$ cat config.mk
export PLATFORM = sky130hd
export DESIGN_NAME = sampled_pfd
export DESIGN_NICKNAME = d
export VERILOG_FILES = /design/src/rtl/sampled_pfd.sv
export SDC_FILE = /design/constraint.sdc
export NUM_CORES = 1
export LEC_CHECK = 0
export ABC_AREA = 1
export CAP_MARGIN = 20
export CORE_AREA = 4 4 71 106
export CTS_CLUSTER_DIAMETER = 50
export CTS_CLUSTER_SIZE = 28
export DETAILED_ROUTE_END_ITERATION = 10
export DIE_AREA = 0 0 75 110
export GPL_TIMING_DRIVEN = 0
export PLACE_DENSITY = 0.58
export SLEW_MARGIN = 20
export SYNTH_ARGS = -nofsm -noshare
export SYNTH_HDL_FRONTEND = slang
export SYNTH_SLANG_ARGS = --single-unit
$ cat constraint.sdc
create_clock -name clk_ref_12M -period 2.9 [get_ports clk_ref_12M]
set_input_delay 0.58 -clock clk_ref_12M [delete_from_list [all_inputs] [get_ports clk_ref_12M]]
set_output_delay 0.58 -clock clk_ref_12M [all_outputs]
set_load 0.02 [all_outputs]
$ cat src/rtl/sampled_pfd.sv
// Sampled phase-frequency detector: synchronizes both divided clocks, runs an
// IDLE/UP/DN pump FSM, and reports signed phase error, cycle slips and lock.
module sampled_pfd #(
    parameter int ERR_W    = 12,
    parameter int LOCK_TOL = 4,
    parameter int LOCK_CNT = 16
) (
    input  logic                    clk_ref_12M,
    input  logic                    rst_n,
    input  logic                    clk_div_ref,
    input  logic                    clk_div_rf,
    output logic                    pump_up,
    output logic                    pump_dn,
    output logic signed [ERR_W-1:0] phase_err,
    output logic                    phase_err_valid,
    output logic                    cycle_slip,
    output logic                    locked
);
    localparam int CW = ERR_W - 1;
    localparam int LW = $clog2(LOCK_CNT + 1);
    localparam logic [CW-1:0] CNT_ONE = {{(CW-1){1'b0}}, 1'b1};
    localparam logic [CW-1:0] CNT_MAX = {CW{1'b1}};
    localparam logic [CW-1:0] TOL     = CW'(LOCK_TOL);
    localparam logic [LW-1:0] LC_ONE  = {{(LW-1){1'b0}}, 1'b1};
    localparam logic [LW-1:0] LC_MAX  = LW'(LOCK_CNT);

    typedef enum logic [1:0] {IDLE = 2'd0, UP = 2'd1, DN = 2'd2} state_t;

    function automatic logic [CW-1:0] sat_inc(input logic [CW-1:0] v);
        if (v == CNT_MAX) begin
            return CNT_MAX;
        end else begin
            return v + CNT_ONE;
        end
    endfunction

    // Magnitude is at most 2^(ERR_W-1)-1, so the negation can never overflow.
    function automatic logic signed [ERR_W-1:0] to_err(input logic [CW-1:0] mag, input logic neg);
        logic signed [ERR_W-1:0] p;
        p = {1'b0, mag};
        if (neg) begin
            return -p;
        end else begin
            return p;
        end
    endfunction

    logic [2:0]    ref_sync_r;
    logic [2:0]    rf_sync_r;
    logic          edge_ref_s;
    logic          edge_rf_s;
    state_t        state_r;
    state_t        state_nx_s;
    logic [CW-1:0] cnt_r;
    logic [CW-1:0] cnt_nx_s;
    logic [CW-1:0] mag_nx_s;
    logic          neg_nx_s;
    logic          valid_nx_s;
    logic          slip_nx_s;
    logic          in_tol_s;
    logic [LW-1:0] lc_r;

    // Two-flop synchronizers plus a history flop for rising-edge detection.
    always_ff @(posedge clk_ref_12M or negedge rst_n) begin
        if (!rst_n) begin
            ref_sync_r <= 3'b000;
            rf_sync_r  <= 3'b000;
        end else begin
            ref_sync_r <= {ref_sync_r[1:0], clk_div_ref};
            rf_sync_r  <= {rf_sync_r[1:0], clk_div_rf};
        end
    end

    assign edge_ref_s = ref_sync_r[1] & ~ref_sync_r[2];
    assign edge_rf_s  = rf_sync_r[1] & ~rf_sync_r[2];
    assign in_tol_s   = (mag_nx_s <= TOL);

    // Next-state, error-counter and strobe decode for the pump FSM.
    always_comb begin
        state_nx_s = state_r;
        cnt_nx_s   = cnt_r;
        mag_nx_s   = {CW{1'b0}};
        neg_nx_s   = 1'b0;
        valid_nx_s = 1'b0;
        slip_nx_s  = 1'b0;
        case (state_r)
            IDLE: begin
                if (edge_ref_s && !edge_rf_s) begin
                    state_nx_s = UP;
                    cnt_nx_s   = CNT_ONE;
                end else if (!edge_ref_s && edge_rf_s) begin
                    state_nx_s = DN;
                    cnt_nx_s   = CNT_ONE;
                end else if (edge_ref_s && edge_rf_s) begin
                    valid_nx_s = 1'b1;
                end else begin
                    state_nx_s = IDLE;
                end
            end
            UP: begin
                if (edge_rf_s && !edge_ref_s) begin
                    state_nx_s = IDLE;
                    valid_nx_s = 1'b1;
                    mag_nx_s   = cnt_r;
                end else if (edge_ref_s && !edge_rf_s) begin
                    slip_nx_s = 1'b1;
                    cnt_nx_s  = sat_inc(cnt_r);
                end else if (edge_ref_s && edge_rf_s) begin
                    valid_nx_s = 1'b1;
                    mag_nx_s   = cnt_r;
                    cnt_nx_s   = CNT_ONE;
                end else begin
                    cnt_nx_s = sat_inc(cnt_r);
                end
            end
            DN: begin
                neg_nx_s = 1'b1;
                if (edge_ref_s && !edge_rf_s) begin
                    state_nx_s = IDLE;
                    valid_nx_s = 1'b1;
                    mag_nx_s   = cnt_r;
                end else if (edge_rf_s && !edge_ref_s) begin
                    slip_nx_s = 1'b1;
                    cnt_nx_s  = sat_inc(cnt_r);
                end else if (edge_ref_s && edge_rf_s) begin
                    valid_nx_s = 1'b1;
                    mag_nx_s   = cnt_r;
                    cnt_nx_s   = CNT_ONE;
                end else begin
                    cnt_nx_s = sat_inc(cnt_r);
                end
            end
            default: begin
                state_nx_s = IDLE;
            end
        endcase
    end

    // FSM state, registered pump outputs, error result and strobes.
    always_ff @(posedge clk_ref_12M or negedge rst_n) begin
        if (!rst_n) begin
            state_r         <= IDLE;
            cnt_r           <= {CW{1'b0}};
            pump_up         <= 1'b0;
            pump_dn         <= 1'b0;
            phase_err       <= {ERR_W{1'b0}};
            phase_err_valid <= 1'b0;
            cycle_slip      <= 1'b0;
        end else begin
            state_r         <= state_nx_s;
            cnt_r           <= cnt_nx_s;
            pump_up         <= (state_nx_s == UP);
            pump_dn         <= (state_nx_s == DN);
            phase_err_valid <= valid_nx_s;
            cycle_slip      <= slip_nx_s;
            if (valid_nx_s) begin
                phase_err <= to_err(mag_nx_s, neg_nx_s);
            end
        end
    end

    // Lock counter follows the strobes; locked trails it by one cycle.
    always_ff @(posedge clk_ref_12M or negedge rst_n) begin
        if (!rst_n) begin
            lc_r   <= {LW{1'b0}};
            locked <= 1'b0;
        end else begin
            if (slip_nx_s || (valid_nx_s && !in_tol_s)) begin
                lc_r <= {LW{1'b0}};
            end else if (valid_nx_s && (lc_r != LC_MAX)) begin
                lc_r <= lc_r + LC_ONE;
            end
            locked <= (lc_r == LC_MAX);
        end
    end

endmodule
==> qor_table.md <==
| Item | This run | Unit |
|---|---|---|
| Result of the run | finished, final reports clean | - |
| Clock transition at the registers of the reported paths | 0.08 | ns |
| Maximum Capacitance Violations | 0 | - |
| Unrepaired setup endpoints after global routing | no | - |
| Relative area change from synthesis to final layout | 15.8 | % |
| Post-place instance area | 2850 | um^2 |
| Net Sw Power | 0.000440 | W |
| Hold WC Path Type | input port to async pin | - |
| DRC violation total after the first TritonRoute iteration | 110 | - |
| Cell Count Post-Placement | 410 | - |
| Clock share of power | 0.271 | - |
| TritonCTS clock tree | built | - |
| Time the worst path needs with I/O delays and setup | 2.39 | ns |
| Clock tree root buffer cell | clkbuf_8 | - |
| Seq cells post-synth | 41 | - |
| GR Overflow Total | 0 | - |
| Count of unresolved DRC violations after routing | 0 | - |
| Initial core utilization | 0.388 | - |
| Sequential cell fraction of total power | 0.493 | - |
| Core Box Area | 6530 | um^2 |
| Power density normalized to cell area | 458 | nW/um^2 |
| Final Hold Violating Endpoints | 0 | - |
| Half-perimeter wire length after detailed placement | 4160 | um |
| Fin Hold WS | 0.221 | ns |
| CP endpoint kind | flop | - |
| Final clock period utilization by the worst path | 0.824 | - |
| I/O Pins | 21 | - |
| Clock Sink Count | 41 | - |
| Synth unique cells | 38 | - |
| Post-CTS setup buffer count | 0 | - |
| Vias per Instance | 4.91 | - |
| CTS resizes | 0 | - |
| DIE AREA | 8250 | um^2 |
| Crit path max fanout | 8 | - |
| Die height | 110 | um |
| H-tree depth reported by CTS | 2 | - |
| Max-slew violation count | 0 | - |
| CTS max path bufs | 2 | - |
| Sw Share | 0.328 | - |
| Crit path DAT | 2.58 | ns |
| Post-route insts no fill | 418 | - |
| Routed wirelength normalized by instance count | 12.8 | um |
| Worst endpoint required time | 3.09 | ns |
| Worst voltage drop across the vdd grid | 0.254 | mV |
| Worst-skew pair later-pin latency | 0.30 | ns |
| Number of warnings reported in the yosys synthesis log | 0 | - |
| Cell area after synthesis | 2530 | um^2 |
| Share of the yosys chip area belonging to registers | 0.405 | - |
| Proportion of power drawn by combinational gates | 0.236 | - |
| First-pass iteration count of the detailed router | 4 | - |
| RD Place Congestion | 0.841 | - |
| Commonest cells after routing, fill and taps aside | 79 x nand2_1, 41 x dfrtp_1, 39 x inv_1 | - |
| Final non-filler cell area | 2930 | um^2 |
| Number of antenna violations at the first check in global routing | 0 | - |
| Final wirelength | 5330 | um |
| Leading cell type in the layout, fill and taps excluded | nand2_1 | - |
| Combined global-route utilization of all metal layers | 0.150 | - |
| Topmost layer with routed signal wires | met4 | - |
| Total length of routed met2 wires | 2840 | um |
| Relative max-transition margin | 0.692 | - |
| Pin count of the biggest net entering global routing | 25 | - |
| Post-CTS Hold Buffers | 0 | - |
| Clock Skews | 0.00585 | ns |
| Synth Instances | 313 | - |
| Worst Path Class, Setup | flop to flop | - |
| Overall power of the completed layout | 0.00134 | W |
| Via count of the first global-routing pass | 2069 | - |
| Number of nets still failing antenna checks after routing | 0 | - |
| Share of layout cells above drive strength 1 | 0.105 | - |
| Total number of vias | 2053 | - |
| Length of routed wiring on met1 | 2210 | um |
| Kind of launch point of the worst setup path | flop | - |
| Post-synthesis net count | 330 | - |
| ANT cells | 0 | - |
| Peak Freq | 419 | MHz |
| Wire length of the first global-routing pass | 9450 | um |
| Routed length on met3 | 153 | um |
| Internal portion of total power | 0.000904 | W |
| Leakage dissipation | 1.49 | nW |
| Die width | 75 | um |
| Slew at the pin closest to its max-slew limit | 0.462 | ns |
| Placement row count | 36 | - |
| FILL cells | 682 | - |
| CTS buffer count | 5 | - |
| IO buf count | 20 | - |
| Post-synthesis average cell area | 8.09 | um^2 |
| Final net count | 358 | - |
| Final number of setup-violating endpoints | 0 | - |
| Setup TNS | 0 | ns |
==> sequential cells by signal (all words and copies together), names as in the netlist <==
name,cells
state_r,2
rf_sync_r,3
phase_err,12
locked,1
ref_sync_r,3
cnt_r,11
phase_err_valid,1
cycle_slip,1
lc_r,5
pump_dn,1
pump_up,1
==> final timing paths <==
kind	start	endpoint	slack, ns	depth (start not counted)
setup / recovery	ref_sync_r[1]$_DFF_PN0_	phase_err[10]$_DFFE_PN0P_	0.51	16
hold / removal	rst_n	pump_up$_DFF_PN0_	0.22	1
setup reg to reg	ref_sync_r[1]$_DFF_PN0_	phase_err[10]$_DFFE_PN0P_	0.51	16
hold reg to reg	ref_sync_r[0]$_DFF_PN0_	ref_sync_r[1]$_DFF_PN0_	0.36	0
max in group asynchronous	rst_n	phase_err[9]$_DFFE_PN0P_	2.21	2
min in group clk_ref_12M	ref_sync_r[0]$_DFF_PN0_	ref_sync_r[1]$_DFF_PN0_	0.36	0
==> layer usage <==
metal,vias to the layer above,global-route usage
met5,-,0
met4,0,0.0712
met3,9,0.0327
met2,29,0.261
met1,941,0.170
li1,1074,-
==> power groups by stage <==
stage	sequential, W	clock, W	combinational, W
2_1_floorplan	0.000679	0	0.000212
3_3_place_gp	0.000672	0	0.000313
3_5_place_dp	0.000675	0	0.000323
4_1_cts	0.000664	0.000384	0.000324
5_1_grt	0.000671	0.000404	0.000368
6_report	0.000663	0.000365	0.000317
==> critical path, stage by stage, from the launching register on <==
cell     delay [ns]
dfrtp_1        0.41
nand2_1        0.12
inv_1          0.09
ha_1           0.24
inv_2          0.09
nand3_2        0.09
nand3_4        0.16
nand2_4        0.08
inv_4          0.11
nand2_1        0.09
ha_1           0.23
nand2_1        0.08
nand2_1        0.18
nand3_1        0.13
nand2_1        0.06
nand3_1        0.06
nand2_1        0.05
==> final cells by class <==
| type | count | area (um^2) | share of cell area |
|---|---|---|---|
| Buffer | 9 | 55.1 | 0.0188 |
| Clock buffer | 6 | 72.6 | 0.0247 |
| Clock inverter | 2 | 10.0 | 0.00341 |
| Inverter | 43 | 169 | 0.0576 |
| Multi-Input combinational cell | 220 | 1280 | 0.438 |
| Sequential cell | 41 | 1030 | 0.350 |
| Tap cell | 76 | 95.1 | 0.0324 |
| Timing Repair Buffer | 21 | 223 | 0.0759 |
==> Yosys cell counts, drive strengths merged <==
cell type	n	area, um^2
buf	5	40.0
ha	13	163
nand4	10	75.1
a22oi	1	7.51
nor3	6	30.0
a31oi	1	6.26
o211ai	6	50.1
nand3	27	168
nor4	1	12.5
nor2	21	91.3
o21bai	2	15.0
a32oi	1	8.76
o21ai	24	120
xnor2	2	17.5
mux2	1	11.3
o22ai	1	6.26
a22o	2	17.5
dfrtp	41	1030
clkbuf	4	15.0
inv	43	169
a21oi	5	25.0
nand2	84	343
xor2	10	87.6
o31ai	2	28.8
==> cells by family (layout without fill, tap and decap cells) <==
logic type,count (synthesis),count (layout),share of synthesized area
multiplexers,1,1,0.00444
AO/OA/AOI/OAI,45,45,0.113
buffers and inverters,52,81,0.0884
AND/OR/NAND/NOR,149,149,0.284
flip-flops,41,41,0.405
adder cells (fa/ha/maj),13,13,0.0642
XOR/XNOR,12,12,0.0415
==> stage by stage <==
stage | util | setup slack, ns
2_1_floorplan | - | 0.861
6_report | 0.449 | 0.511
3_5_place_dp | 0.437 | 0.514
4_1_cts | 0.449 | 0.491
3_3_place_gp | 0.433 | 0.177
5_1_grt | 0.449 | 0.232
Power figures use the tool's default switching activity.
==> patch 1 (same flow settings) <==
The 3 states of `state_t` get a one-hot encoding in 3 bits.
--- a/src/rtl/sampled_pfd.sv
+++ b/src/rtl/sampled_pfd.sv
@@ -24,7 +24,7 @@
     localparam logic [LW-1:0] LC_ONE  = {{(LW-1){1'b0}}, 1'b1};
     localparam logic [LW-1:0] LC_MAX  = LW'(LOCK_CNT);
 
-    typedef enum logic [1:0] {IDLE = 2'd0, UP = 2'd1, DN = 2'd2} state_t;
+    typedef enum logic [2:0] {IDLE = 3'b001, UP = 3'b010, DN = 3'b100} state_t;
 
     function automatic logic [CW-1:0] sat_inc(input logic [CW-1:0] v);
         if (v == CNT_MAX) begin
Check against the original RTL: no difference found for any inputs over 4 cycles, from zero or initial values and one cycle with rst_n low; so few cycles prove little.
==> patch 1 against the unedited design <==
Global-route usage is 0.44 points lower; clock power is 28% higher; final area is 0.68% higher; worst setup slack worse by 0.21 ns; power is 31% higher; area after synthesis is 0.44% lower; count of clock-buffer cells in the layout is 1 lower; sequential cell count is 1 higher; routed wire length is 0.51% lower.
==> patch 1: results (changes against the unedited design) <==
| Metric | Value |
|---|---|
| Crit path DAT | `2.83 ns (+0.25 ns)` |
| Post-CTS Repair Setup Buffers | `0 (unchanged)` |
| Dpl ws | `0.3027 ns (-0.2109 ns)` |
| # DRC | `0 (unchanged)` |
| Dpl hpwl | `4.207 mm (+1.1%)` |
| Routed len/inst | `12.82 µm (+0.46%)` |
| Post-CTS sizing | `0 (unchanged)` |
| Mapped Nets | `322 (-2.4%)` |
| Clock slew at reported path FFs | `0.09 ns` |
| Routed wl met2 | `2.949 mm (+3.8%)` |
| Worst-Margin Slew | `0.5308 ns (+0.06902 ns)` |
| Routability cong. | `0.8336 (-0.92%)` |
| Commonest cells in the netlist | `69 x nand2_1, 41 x dfrtp_1, 38 x inv_1, 16 x nor2_1, 15 x nand2_2` |
| Worst-skew pair later-pin latency | `0.30 ns (about the same)` |
| WL met3 | `148 µm (-3.3%)` |
| Clock Skew | `0.005813 ns (-0.00004216 ns)` |
| Fillers | `664 (-2.6%)` |
| Largest fanout on the critical path | `6 (-2)` |
| Met1 Wirelength | `2.095 mm (-5.0%)` |
| Number of diodes | `0 (unchanged)` |
| Share of layout cells above drive strength 1 | `0.2160 (+0.1107)` |
| Clock root buffer | `clkbuf_8` |
| Hold Path Class | `input pin to async pin` |
| Pin count of the biggest net entering global routing | `23 (-8.0%)` |
| Deepest clock path buffer count | `2 (unchanged)` |
| Count of cell types in the netlist | `34 (-11%)` |
| Synth Warn # | `0 (unchanged)` |
| Main synth FF type | `dfrtp_1` |
| Top Metal Used | `met4` |
| Top Registers | `phase_err: 12 flops, cnt_r: 11 flops, lc_r: 5 flops` |
| Initial antenna violation count | `0 (unchanged)` |
| Worst VDD drop | `0.0003988 V (+57%)` |
| H-tree depth | `2 (unchanged)` |
| Vias in the first global route | `1968 (-4.9%)` |
| Asr flop ratio synth | `1.000 (unchanged)` |
| Leakage | `1.371 nW (-7.9%)` |
| Initial DRC Count | `90 (-18%)` |
| DP Area | `2840 µm² (-0.39%)` |
| Sequential-to-total area share from yosys stat | `0.4172 (+0.01222)` |
| # port buffers | `20 (unchanged)` |
| GRT Util Overall | `0.1459 (-0.004379)` |
| First-pass DRT Iterations | `4 (unchanged)` |
| CTS Buf Count | `5 (unchanged)` |
| Internal power component | `1.116 mW (+23%)` |
| Area contributors post-synth | `dfrtp_1 41%, nand2_1 10%, inv_1 5.7%` |
| Status | `finished, final reports clean` |
| Fin nets | `350 (-2.2%)` |
| Vias per cell | `4.865 (-0.95%)` |
| First-pass GRT wire length | `9.232 mm (-2.3%)` |
[patch 1: power by group through the flow]
stage | combinational [mW] | clock (mW) | sequential [mW]
4_1_cts | 0.560 | 0.490 | 0.741
3_5_place_dp | 0.557 | 0 | 0.753
5_1_grt | 0.623 | 0.510 | 0.756
6_report | 0.549 | 0.467 | 0.739
2_1_floorplan | 0.367 | 0 | 0.767
3_3_place_gp | 0.546 | 0 | 0.748
[patch 1: worst max-delay path, stage by stage (launching register included)]
cell and delay (ns):
dfrtp_1 0.38, nor2_2 0.26, inv_1 0.10, ha_1 0.26, inv_1 0.17, nand2_1 0.12
nand2_4 0.09, nand2_4 0.07, inv_1 0.13, nor2_1 0.06, inv_1 0.09, ha_1 0.20
nand3_1 0.11, nor2_1 0.14, nand3_2 0.10, nand3_2 0.09, nand2_4 0.08, nor2_2 0.08
[patch 1: layout make-up]
| cell class | count | share of cell area |
|---|---|---|
| well taps | 76 | 0.03219 |
| repair buffers | 21 | 0.07539 |
| plain buffers | 5 | 0.01398 |
| clock buffers | 5 | 0.02330 |
| flip-flops and latches | 42 | 0.3562 |
| clock inverters | 3 | 0.01525 |
| inverters | 46 | 0.05845 |
| multi-input cells | 216 | 0.4252 |
[patch 1: kinds of logic (layout without fill, tap and decap cells)]
logic type                 count (synthesis)  count (layout)  synth area share
xor gates and xnor gates                   8               8           0.02778
buffers and inverters                     51              80           0.08482
AOI/OAI and AO/OA                         49              49            0.1200
DFF                                       42              42            0.4172
and+or+nand+nor                          150             150            0.3056
adders and majority gates                  9               9           0.04464
[patch 1: per-stage QoR]
stage          hold slack [ns]    util  instances
5_1_grt                 0.3016  0.4523        414
3_3_place_gp            0.3376  0.4314        405
6_report                0.2529  0.4523        414
2_1_floorplan           0.2844       -        309
4_1_cts                 0.2715  0.4523        414
3_5_place_dp            0.3411  0.4349        406
[patch 1: final timing paths]
kind | startpoint | to | slack, ns | cells after the start
min | rst_n | cnt_r[7]$_DFFE_PN0P_ | 0.25 | 1
max in group asynchronous | rst_n | state_r[0]$_DFF_PN1_ | 2.08 | 2
max | ref_sync_r[2]$_DFF_PN0_ | lc_r[4]$_DFFE_PN0P_ | 0.30 | 17
min reg2reg | rf_sync_r[0]$_DFF_PN0_ | rf_sync_r[1]$_DFF_PN0_ | 0.35 | 0
min in group clk_ref_12M | rf_sync_r[0]$_DFF_PN0_ | rf_sync_r[1]$_DFF_PN0_ | 0.35 | 0
max reg2reg | ref_sync_r[2]$_DFF_PN0_ | lc_r[4]$_DFFE_PN0P_ | 0.30 | 17
[patch 1: layer usage]
metal | up-vias | global-route usage
met5 | - | 0
met4 | 0 | 0.04962
met3 | 10 | 0.02541
met2 | 28 | 0.2718
met1 | 939 | 0.1614
li1 | 1037 | -
==> patch 2 (same settings) <==
Without the edit above. Change the parameter `ERR_W` from 12 to 8.
--- a/src/rtl/sampled_pfd.sv
+++ b/src/rtl/sampled_pfd.sv
@@ -1,7 +1,7 @@
 // Sampled phase-frequency detector: synchronizes both divided clocks, runs an
 // IDLE/UP/DN pump FSM, and reports signed phase error, cycle slips and lock.
 module sampled_pfd #(
-    parameter int ERR_W    = 12,
+    parameter int ERR_W    = 8,
     parameter int LOCK_TOL = 4,
     parameter int LOCK_CNT = 16
 ) (
Ports: changed (resized phase_err); port bits go from 21 to 17. No check against the original RTL was run, so the function may have changed too.
==> patch 2 against the unedited design <==
Highest routed layer unchanged; worst setup slack better by 0.097 ns; routed wire length down 30%; final area down 22%; sequential cell count down 8; sequential power down 14%; critical path depth unchanged; count of clock-buffer cells in the layout up 1; area after synthesis down 25%; power down 3.0%; largest power group unchanged.
==> patch 2: results (changes against the unedited design) <==
| Metric | Value |
|---|---|
| Count of cell types in the netlist | `33 (-13%)` |
| Inverters | `33 (-23%)` |
| Clock-cell share of area | `0.05068 (+0.02254)` |
| Buffers excl. clock | `20 (-33%)` |
| Vias per cell | `4.692 (-4.5%)` |
| Status | `finished, final reports clean` |
| Clock Skew | `0.004540 ns (-0.001315 ns)` |
| Final Core Density | `0.3515 (-0.09770)` |
| Vias in the first global route | `1536 (-26%)` |
| Mean Syn Cell Area | `8.645 µm² (+6.8%)` |
| Dpl ws | `0.5878 ns (+0.07430 ns)` |
| Rel. slew slack | `0.6771 (-0.01499)` |
| Pin count of the biggest net entering global routing | `23 (-8.0%)` |
| Buffer share of cell area | `0.08501 (-0.009656)` |
| Initial DRC Count | `50 (-55%)` |
| Worst VDD drop | `0.0002598 V (+2.5%)` |
| RR Endpoint | `lc_r[3]$_DFFE_PN0P_` |
| First-pass GRT wire length | `6.617 mm (-30%)` |
| Share of layout cells above drive strength 1 | `0.1347 (+0.02943)` |
| Largest fanout on the critical path | `9 (+1)` |
| Fin nets | `261 (-27%)` |
| FF/Latch Area | `825.8 µm² (-20%)` |
| Area contributors post-synth | `dfrtp_1 43%, ha_1 8.6%, nand2_1 8.3%` |
| Mapped Nets | `237 (-28%)` |
| Fillers | `661 (-3.1%)` |
| Leakage | `1.128 nW (-24%)` |
| Top Registers | `phase_err: 8 flops, cnt_r: 7 flops, lc_r: 5 flops` |
| Placed insts | `313 (-24%)` |
| Hold Slack | `0.1874 ns (-0.03385 ns)` |
| GRT Util Overall | `0.1029 (-0.04736)` |
| Sequential-to-total area share from yosys stat | `0.4342 (+0.02927)` |
| Crit path DAT | `2.46 ns (-0.12 ns)` |
| Dpl hpwl | `2.940 mm (-29%)` |
## patch 2: worst reg2reg max path: stages (launching register included)
cell and delay, ns:
dfrtp_1 0.40, nand2_1 0.12, inv_1 0.09, ha_1 0.28, inv_2 0.09, nand3_2 0.09
nand3_4 0.17, nand2_2 0.08, inv_2 0.10, nand2_1 0.08, ha_1 0.24, nand2_1 0.07
nor2_1 0.04, nand3_1 0.09, nand3_2 0.09, nand2_4 0.12, nor2_2 0.04
## patch 2: cell families after synthesis
kind of cell,after synthesis,synth area share
buf+inv,36,0.07237
fa+ha+maj,13,0.08553
simple gates,101,0.2724
flops,33,0.4342
compound gates,32,0.1125
xor+xnor,5,0.02303
## patch 2: how the worst max path moves through the flow
stage                                    endpoint  slack (ns)
after global placement    ref_sync_r[0]$_DFF_PN0_        0.50
final                         lc_r[3]$_DFFE_PN0P_        0.61
after CTS                     lc_r[1]$_DFFE_PN0P_        0.57
after global routing          lc_r[0]$_DFFE_PN0P_        0.37
after detailed placement      lc_r[3]$_DFFE_PN0P_        0.59
after floorplan               lc_r[4]$_DFFE_PN0P_        0.87
## patch 2: power by group
part           switching [mW]  leakage (nW)  internal [mW]
clock                   0.165        0.0585          0.280
combinational           0.172         0.634          0.119
sequential             0.0543         0.435          0.514
## patch 2: per-layer routing
layer	vias to the layer above	wire, µm	global-route usage
met1	704	1461	0.09949
met4	0	65	0.04198
met5	-	0	0
met3	5	156	0.02632
met2	24	2074	0.1983
li1	773	-	-
